## config.mk

```make
export PLATFORM = sky130hd
export DESIGN_NAME = fetch_sequencer
export DESIGN_NICKNAME = d
export VERILOG_FILES = /design/src/rtl/fetch_sequencer_pkg.sv /design/src/rtl/fetch_sequencer_branch_resolver.sv /design/src/rtl/fetch_sequencer.sv
export SDC_FILE = /design/constraint.sdc
export NUM_CORES = 1
export LEC_CHECK = 0
export ABC_AREA = 1
export CAP_MARGIN = 20
export CELL_PAD_IN_SITES_DETAIL_PLACEMENT = 0
export CELL_PAD_IN_SITES_GLOBAL_PLACEMENT = 2
export CORE_AREA = 5 5 197 142
export DETAILED_ROUTE_END_ITERATION = 12
export DIE_AREA = 0 0 202 147
export PLACE_DENSITY = 0.84
export SLEW_MARGIN = 10
export SYNTH_ARGS = -nofsm -noshare
export SYNTH_HDL_FRONTEND = slang
export SYNTH_HIERARCHICAL = 1
export SYNTH_SLANG_ARGS = --single-unit
```

## constraint.sdc

```tcl
create_clock -name clk -period 4 [get_ports clk]
set_input_delay 1 -clock clk [delete_from_list [all_inputs] [get_ports clk]]
set_output_delay 1 -clock clk [all_outputs]
set_load 0.05 [all_outputs]
```

## src/rtl/fetch_sequencer_pkg.sv

```systemverilog
// Shared KGP-miniRISC definitions: instruction geometry, branch condition
// encodings, sequencer state encoding and the condition evaluator.
`timescale 1ns/1ps
package miniRISC_pkg;

  localparam int INSTR_W  = 32;
  localparam int OPCODE_W = 6;
  localparam int COND_W   = 3;

  // Encodings of the decoder's 'conditional' field; 110/111 act as none.
  localparam logic [COND_W-1:0] COND_NONE = 3'b000;
  localparam logic [COND_W-1:0] COND_LTZ  = 3'b001;
  localparam logic [COND_W-1:0] COND_Z    = 3'b010;
  localparam logic [COND_W-1:0] COND_NZ   = 3'b011;
  localparam logic [COND_W-1:0] COND_CY   = 3'b100;
  localparam logic [COND_W-1:0] COND_NCY  = 3'b101;

  typedef enum logic [1:0] {
    ST_FETCH  = 2'b00,
    ST_WAIT   = 2'b01,
    ST_ISSUE  = 2'b10,
    ST_HALTED = 2'b11
  } seq_state_e;

  // True when the branch condition selected by 'cond' is satisfied.
  function automatic logic cond_holds(input logic [COND_W-1:0]  cond,
                                      input logic [INSTR_W-1:0] rs,
                                      input logic               cy);
    logic hit;
    hit = 1'b0;
    case (cond)
      COND_LTZ: hit = rs[INSTR_W-1];
      COND_Z:   hit = (rs == '0);
      COND_NZ:  hit = (rs != '0);
      COND_CY:  hit = cy;
      COND_NCY: hit = ~cy;
      default:  hit = 1'b0;
    endcase
    return hit;
  endfunction

endpackage

```

## src/rtl/fetch_sequencer_branch_resolver.sv

```systemverilog
// Purely combinational next-PC selection for the fetch sequencer.
// Target priority: register jump, PC-relative jump, taken branch, fall-through.
`timescale 1ns/1ps
module branch_resolver
  import miniRISC_pkg::*;
#(
  parameter int ADDR_W = 32,
  parameter int OFS_W  = 16
) (
  input  logic [ADDR_W-1:0]  pc,
  input  logic [OFS_W-1:0]   offset,
  input  logic               unconditional,
  input  logic [COND_W-1:0]  conditional,
  input  logic               adsel,
  input  logic [INSTR_W-1:0] rs_data,
  input  logic               carry,
  output logic [ADDR_W-1:0]  next_pc,
  output logic [ADDR_W-1:0]  pc_link
);

  logic [ADDR_W-1:0] ofs_sext;
  logic [ADDR_W-1:0] ofs_target;
  logic [ADDR_W-1:0] reg_target;
  logic              taken;

  // Word offset is sign-extended to a byte offset; all sums wrap silently.
  assign ofs_sext   = {{(ADDR_W-OFS_W){offset[OFS_W-1]}}, offset};
  assign pc_link    = pc + ADDR_W'(4);
  assign ofs_target = pc_link + {ofs_sext[ADDR_W-3:0], 2'b00};
  assign reg_target = {rs_data[ADDR_W-1:2], 2'b00};
  assign taken      = cond_holds(conditional, rs_data, carry);

  // Pick the next PC from the decoder controls.
  always_comb begin
    next_pc = pc_link;
    if (unconditional && adsel) begin
      next_pc = reg_target;
    end else if (unconditional || taken) begin
      next_pc = ofs_target;
    end
  end

endmodule

```

## src/rtl/fetch_sequencer.sv

```systemverilog
// KGP-miniRISC fetch/sequencing unit: owns the PC, fetches one word per
// instruction over a req/valid handshake, holds it for the datapath until
// ex_done, then advances the PC or stops on halt.
`timescale 1ns/1ps
module fetch_sequencer
  import miniRISC_pkg::*;
#(
  parameter int                ADDR_W   = 32,
  parameter int                OFS_W    = 16,
  parameter logic [ADDR_W-1:0] RESET_PC = '0
) (
  input  logic                clk,
  input  logic                reset,
  output logic                imem_req,
  output logic [ADDR_W-1:0]   imem_addr,
  input  logic                imem_valid,
  input  logic [INSTR_W-1:0]  imem_rdata,
  output logic [INSTR_W-1:0]  instr,
  output logic [OPCODE_W-1:0] opcode,
  output logic                instr_valid,
  input  logic                ex_done,
  input  logic                unconditional,
  input  logic [COND_W-1:0]   conditional,
  input  logic                adsel,
  input  logic                halt,
  input  logic [INSTR_W-1:0]  rs_data,
  input  logic                carry,
  output logic [ADDR_W-1:0]   pc_link,
  output logic                halted
);

  seq_state_e         state_q;
  logic [ADDR_W-1:0]  pc_q;
  logic [ADDR_W-1:0]  pc_d;
  logic [INSTR_W-1:0] instr_q;
  logic               instr_valid_q;
  logic               halted_q;

  branch_resolver #(
    .ADDR_W (ADDR_W),
    .OFS_W  (OFS_W)
  ) u_branch_resolver (
    .pc            (pc_q),
    .offset        (instr_q[OFS_W-1:0]),
    .unconditional (unconditional),
    .conditional   (conditional),
    .adsel         (adsel),
    .rs_data       (rs_data),
    .carry         (carry),
    .next_pc       (pc_d),
    .pc_link       (pc_link)
  );

  // Sequencer FSM; decoder controls are only trusted on the ex_done cycle.
  always_ff @(posedge clk or negedge reset) begin
    if (!reset) begin
      state_q       <= ST_FETCH;
      pc_q          <= RESET_PC;
      instr_q       <= '0;
      instr_valid_q <= 1'b0;
      halted_q      <= 1'b0;
    end else begin
      case (state_q)
        ST_FETCH: begin
          state_q <= ST_WAIT;
        end
        ST_WAIT: begin
          if (imem_valid) begin
            instr_q       <= imem_rdata;
            instr_valid_q <= 1'b1;
            state_q       <= ST_ISSUE;
          end
        end
        ST_ISSUE: begin
          if (ex_done) begin
            instr_valid_q <= 1'b0;
            if (halt) begin
              halted_q <= 1'b1;
              state_q  <= ST_HALTED;
            end else begin
              pc_q    <= pc_d;
              state_q <= ST_FETCH;
            end
          end
        end
        ST_HALTED: begin
          state_q <= ST_HALTED;
        end
        default: begin
          state_q <= ST_FETCH;
        end
      endcase
    end
  end

  // Request spans FETCH and WAIT; held low while reset is asserted so an
  // abandoned fetch is withdrawn immediately.
  assign imem_req    = reset & ((state_q == ST_FETCH) | (state_q == ST_WAIT));
  assign imem_addr   = pc_q;
  assign instr       = instr_q;
  assign opcode      = instr_q[INSTR_W-1:INSTR_W-OPCODE_W];
  assign instr_valid = instr_valid_q;
  assign halted      = halted_q;

endmodule

```

==> impl_metrics.toml <==
[finish]
seq_area_mm2 = 0.001702
fin_util = 0.3557
drive_gt1_frac = 0.05518
area_delta_synth_final_pct = 35.74
multi_input_area_mm2 = 0.004293
antennaDiodeCount = 0
nFillCells = 2873
nNetsFinal = 1430

[global_route]
antenna_found_initial = 0
grt_pass1_wl_um = 43790
grt_overflow = 0
grt_max_degree = 66
grt_pass1_vias = 7362
grt_usage = 0.1896

[detailed_routing]
viasPerCell = 4.542
wl_met1_um = 15310
vias = 7544
met3WireLength_um = 1501
wl_um = 28370
drc = 0
topRoutingLayerUsed = "met4"
drt-pass1-iter-count = 5
wl_met2_um = 11420
wl_per_cell_um = 17.08
drtIter0Drc = 566
final_antenna_net_count = 0

[worst_hold_path]
hp-class = "reg -> reg"

[worst_setup_path]
worstPathMaxFanout = 6
worstSetupPathType = "reg -> out"
worstSetupEndpointType = "primary output"
crit_required_ps = 3000
critPathArrivalTime_ps = 2880
worst_setup_path_start_kind = "register"

[sta]
tns_ps = 0
slew_headroom = 0.5239
hold_ws_ps = 474.7
worst_pin_slew_ps = 714.1
clock_skew_ps = 12.43
postLayoutSetupSlackWorst_ps = 121.2
maxSlewViolCount = 0
timing.final.crit_period_ps = 3879
fmax_ghz = 0.2578
fin_crit_sh = 0.9697
setup-violations-final = 0
hold_viol_final = 0
rsz0062_at_grt = "false"

[job]
maxCapViolCount = 0

[floorplan]
die_x_um = 202
initial_core_util = 0.2621
ioPinCount = 180
die_area_mm2 = 0.02969
core_mm2 = 0.02609
fp-row-count = 50
die_h_um = 147

[synthesis]
syn_nets = 1258
ys_types = 41
syn_avg_cell_area_um2 = 5.966
ys.flop_type = "dfrtp_1"
ys_seq_area_frac = 0.2489
ys_ff_latch = 68
netlist_instances = 1146
synth_edf_count = 0
ys_warn_count = 6
async_reset_ff_frac = 1.000
synth_area_mm2 = 0.006837

[clock_tree]
clk_pin_slew_ps = 60
cts_setup_buffers = 0
cts_buffer_depth = 2
cts_buffers = 9
ctsRootBufferMaster = "clkbuf_16"
cts_hold_buf = 0
htreeDepth = 3
cts_tree = "done"
insertion_delay_ps = 350
cts_resized = 0
cts_sinks = 68

[place]
place_ws_ps = 317.5
gp_congestion = 0.8673
port_buffers = 179
dp_hpwl_um = 22960

[pwr]
leakage_nw = 4.835
ir_worst_vdd_v = 0.0004415
power_density_mw_per_mm2 = 959.0

[run_status]
status = "finished, final reports clean"
[report_power, final]
| group | internal [mW] | total [mW] | switching, mW | leakage [nW] |
|---|---|---|---|---|
| logic | 2.11 | 6.66 | 4.55 | 3.84 |
| clock network | 0.518 | 0.861 | 0.343 | 0.148 |
| registers | 0.990 | 1.38 | 0.391 | 0.851 |
| total | 3.62 | 8.90 | 5.28 | 4.83 |
[routing by layer]
metal | global-route usage | vias up
met4 | 0.02664 | 0
met3 | 0.03575 | 7
li1 | - | 3886
met5 | 0 | -
met1 | 0.3024 | 3482
met2 | 0.2667 | 169
[sequential cells by signal, indices dropped and copies added, names as in the netlist]
signal,count
instr,32
instr_valid,1
halted,1
imem_addr,32
state_q,2
[worst max-delay path, cell delays in order, from the launching register on]
cell,delay [ps]
dfrtp_1,450
nand2_1,120
nor2_4,150
nand2_2,90
nor2_2,250
xor2_1,520
clkdlybuf4s50_1,930
[final timing paths]
path                                          start                   endpoint  slack [ps]  cells past startpoint
max in group asynchronous                     reset       instr[5]$_DFFE_PN0P_        2440                      2
hold / removal                   halted$_DFFE_PN0P_         halted$_DFFE_PN0P_         470                      2
setup / recovery           imem_addr[4]$_DFFE_PN0P_                pc_link[15]         120                      6
hold reg to reg                  halted$_DFFE_PN0P_         halted$_DFFE_PN0P_         470                      2
setup reg to reg           imem_addr[2]$_DFFE_PN0P_  imem_addr[24]$_DFFE_PN0P_         370                     19
min in group asynchronous                     reset  imem_addr[22]$_DFFE_PN0P_         530                      1
[final cells by class]
class / count / share of cell area
clock buffers: 11 / 0.02723
clock inverters: 5 / 0.006337
inverters: 163 / 0.06593
multi-input cells: 881 / 0.4626
flip-flops and latches: 68 / 0.1834
well taps: 338 / 0.04557
repair buffers: 195 / 0.2090
[per-stage QoR]
step,cell area [um^2],total power [mW],cells
after floorplan,6837,5.739,1146
after global placement,8954,8.011,1645
after detailed placement,8954,7.972,1645
after CTS,9265,8.902,1661
after global routing,9280,9.538,1661
final,9280,8.899,1661
[Yosys cell counts, types with 4 or more instances]
master	count	area share
a21oi_1	21	0.015
buf_2	12	0.0088
buf_4	10	0.011
buf_6	7	0.012
clkbuf_1	4	0.0022
dfrtp_1	68	0.25
ha_1	36	0.066
inv_1	162	0.089
nand2_1	454	0.25
nand2_2	4	0.0037
nand3_1	106	0.078
nand3b_1	6	0.0066
nand4_1	11	0.010
nor2_1	125	0.069
nor2_2	5	0.0046
nor3_1	10	0.0073
o21ai_0	12	0.0088
o21ai_1	21	0.015
o21ai_2	14	0.018
xnor2_1	18	0.023
xor2_1	11	0.014
[cells by family after synthesis]
group / Yosys count / synth area share
adders and majority gates: 37 / 0.06881
xor gates and xnor gates: 32 / 0.04429
and+or+nand+nor: 735 / 0.4458
DFF: 68 / 0.2489
AOI/OAI and AO/OA: 77 / 0.06863
buffers and inverters: 197 / 0.1235
[cells in the final DEF, fill, tap and decap left out, types with 3 or more instances in the layout]
cell type,netlist,routed
ha_1,36,36
xnor2_1,18,18
inv_1,162,162
nand3b_1,6,6
a21oi_1,21,21
nand2_1,454,454
nor3_1,10,10
buf_4,10,18
nor2_1,125,124
o21ai_0,12,12
o21ai_2,14,14
dlymetal6s2s_1,0,5
nand4_1,11,11
xor2_1,11,11
nand3_1,106,106
dfrtp_1,68,68
a21o_1,3,3
clkbuf_16,0,9
clkdlybuf4s50_1,0,170
o21bai_1,3,3
nand2_2,4,4
nor2_2,5,6
o21ai_1,21,21
(Power assumes the default switching activity.)
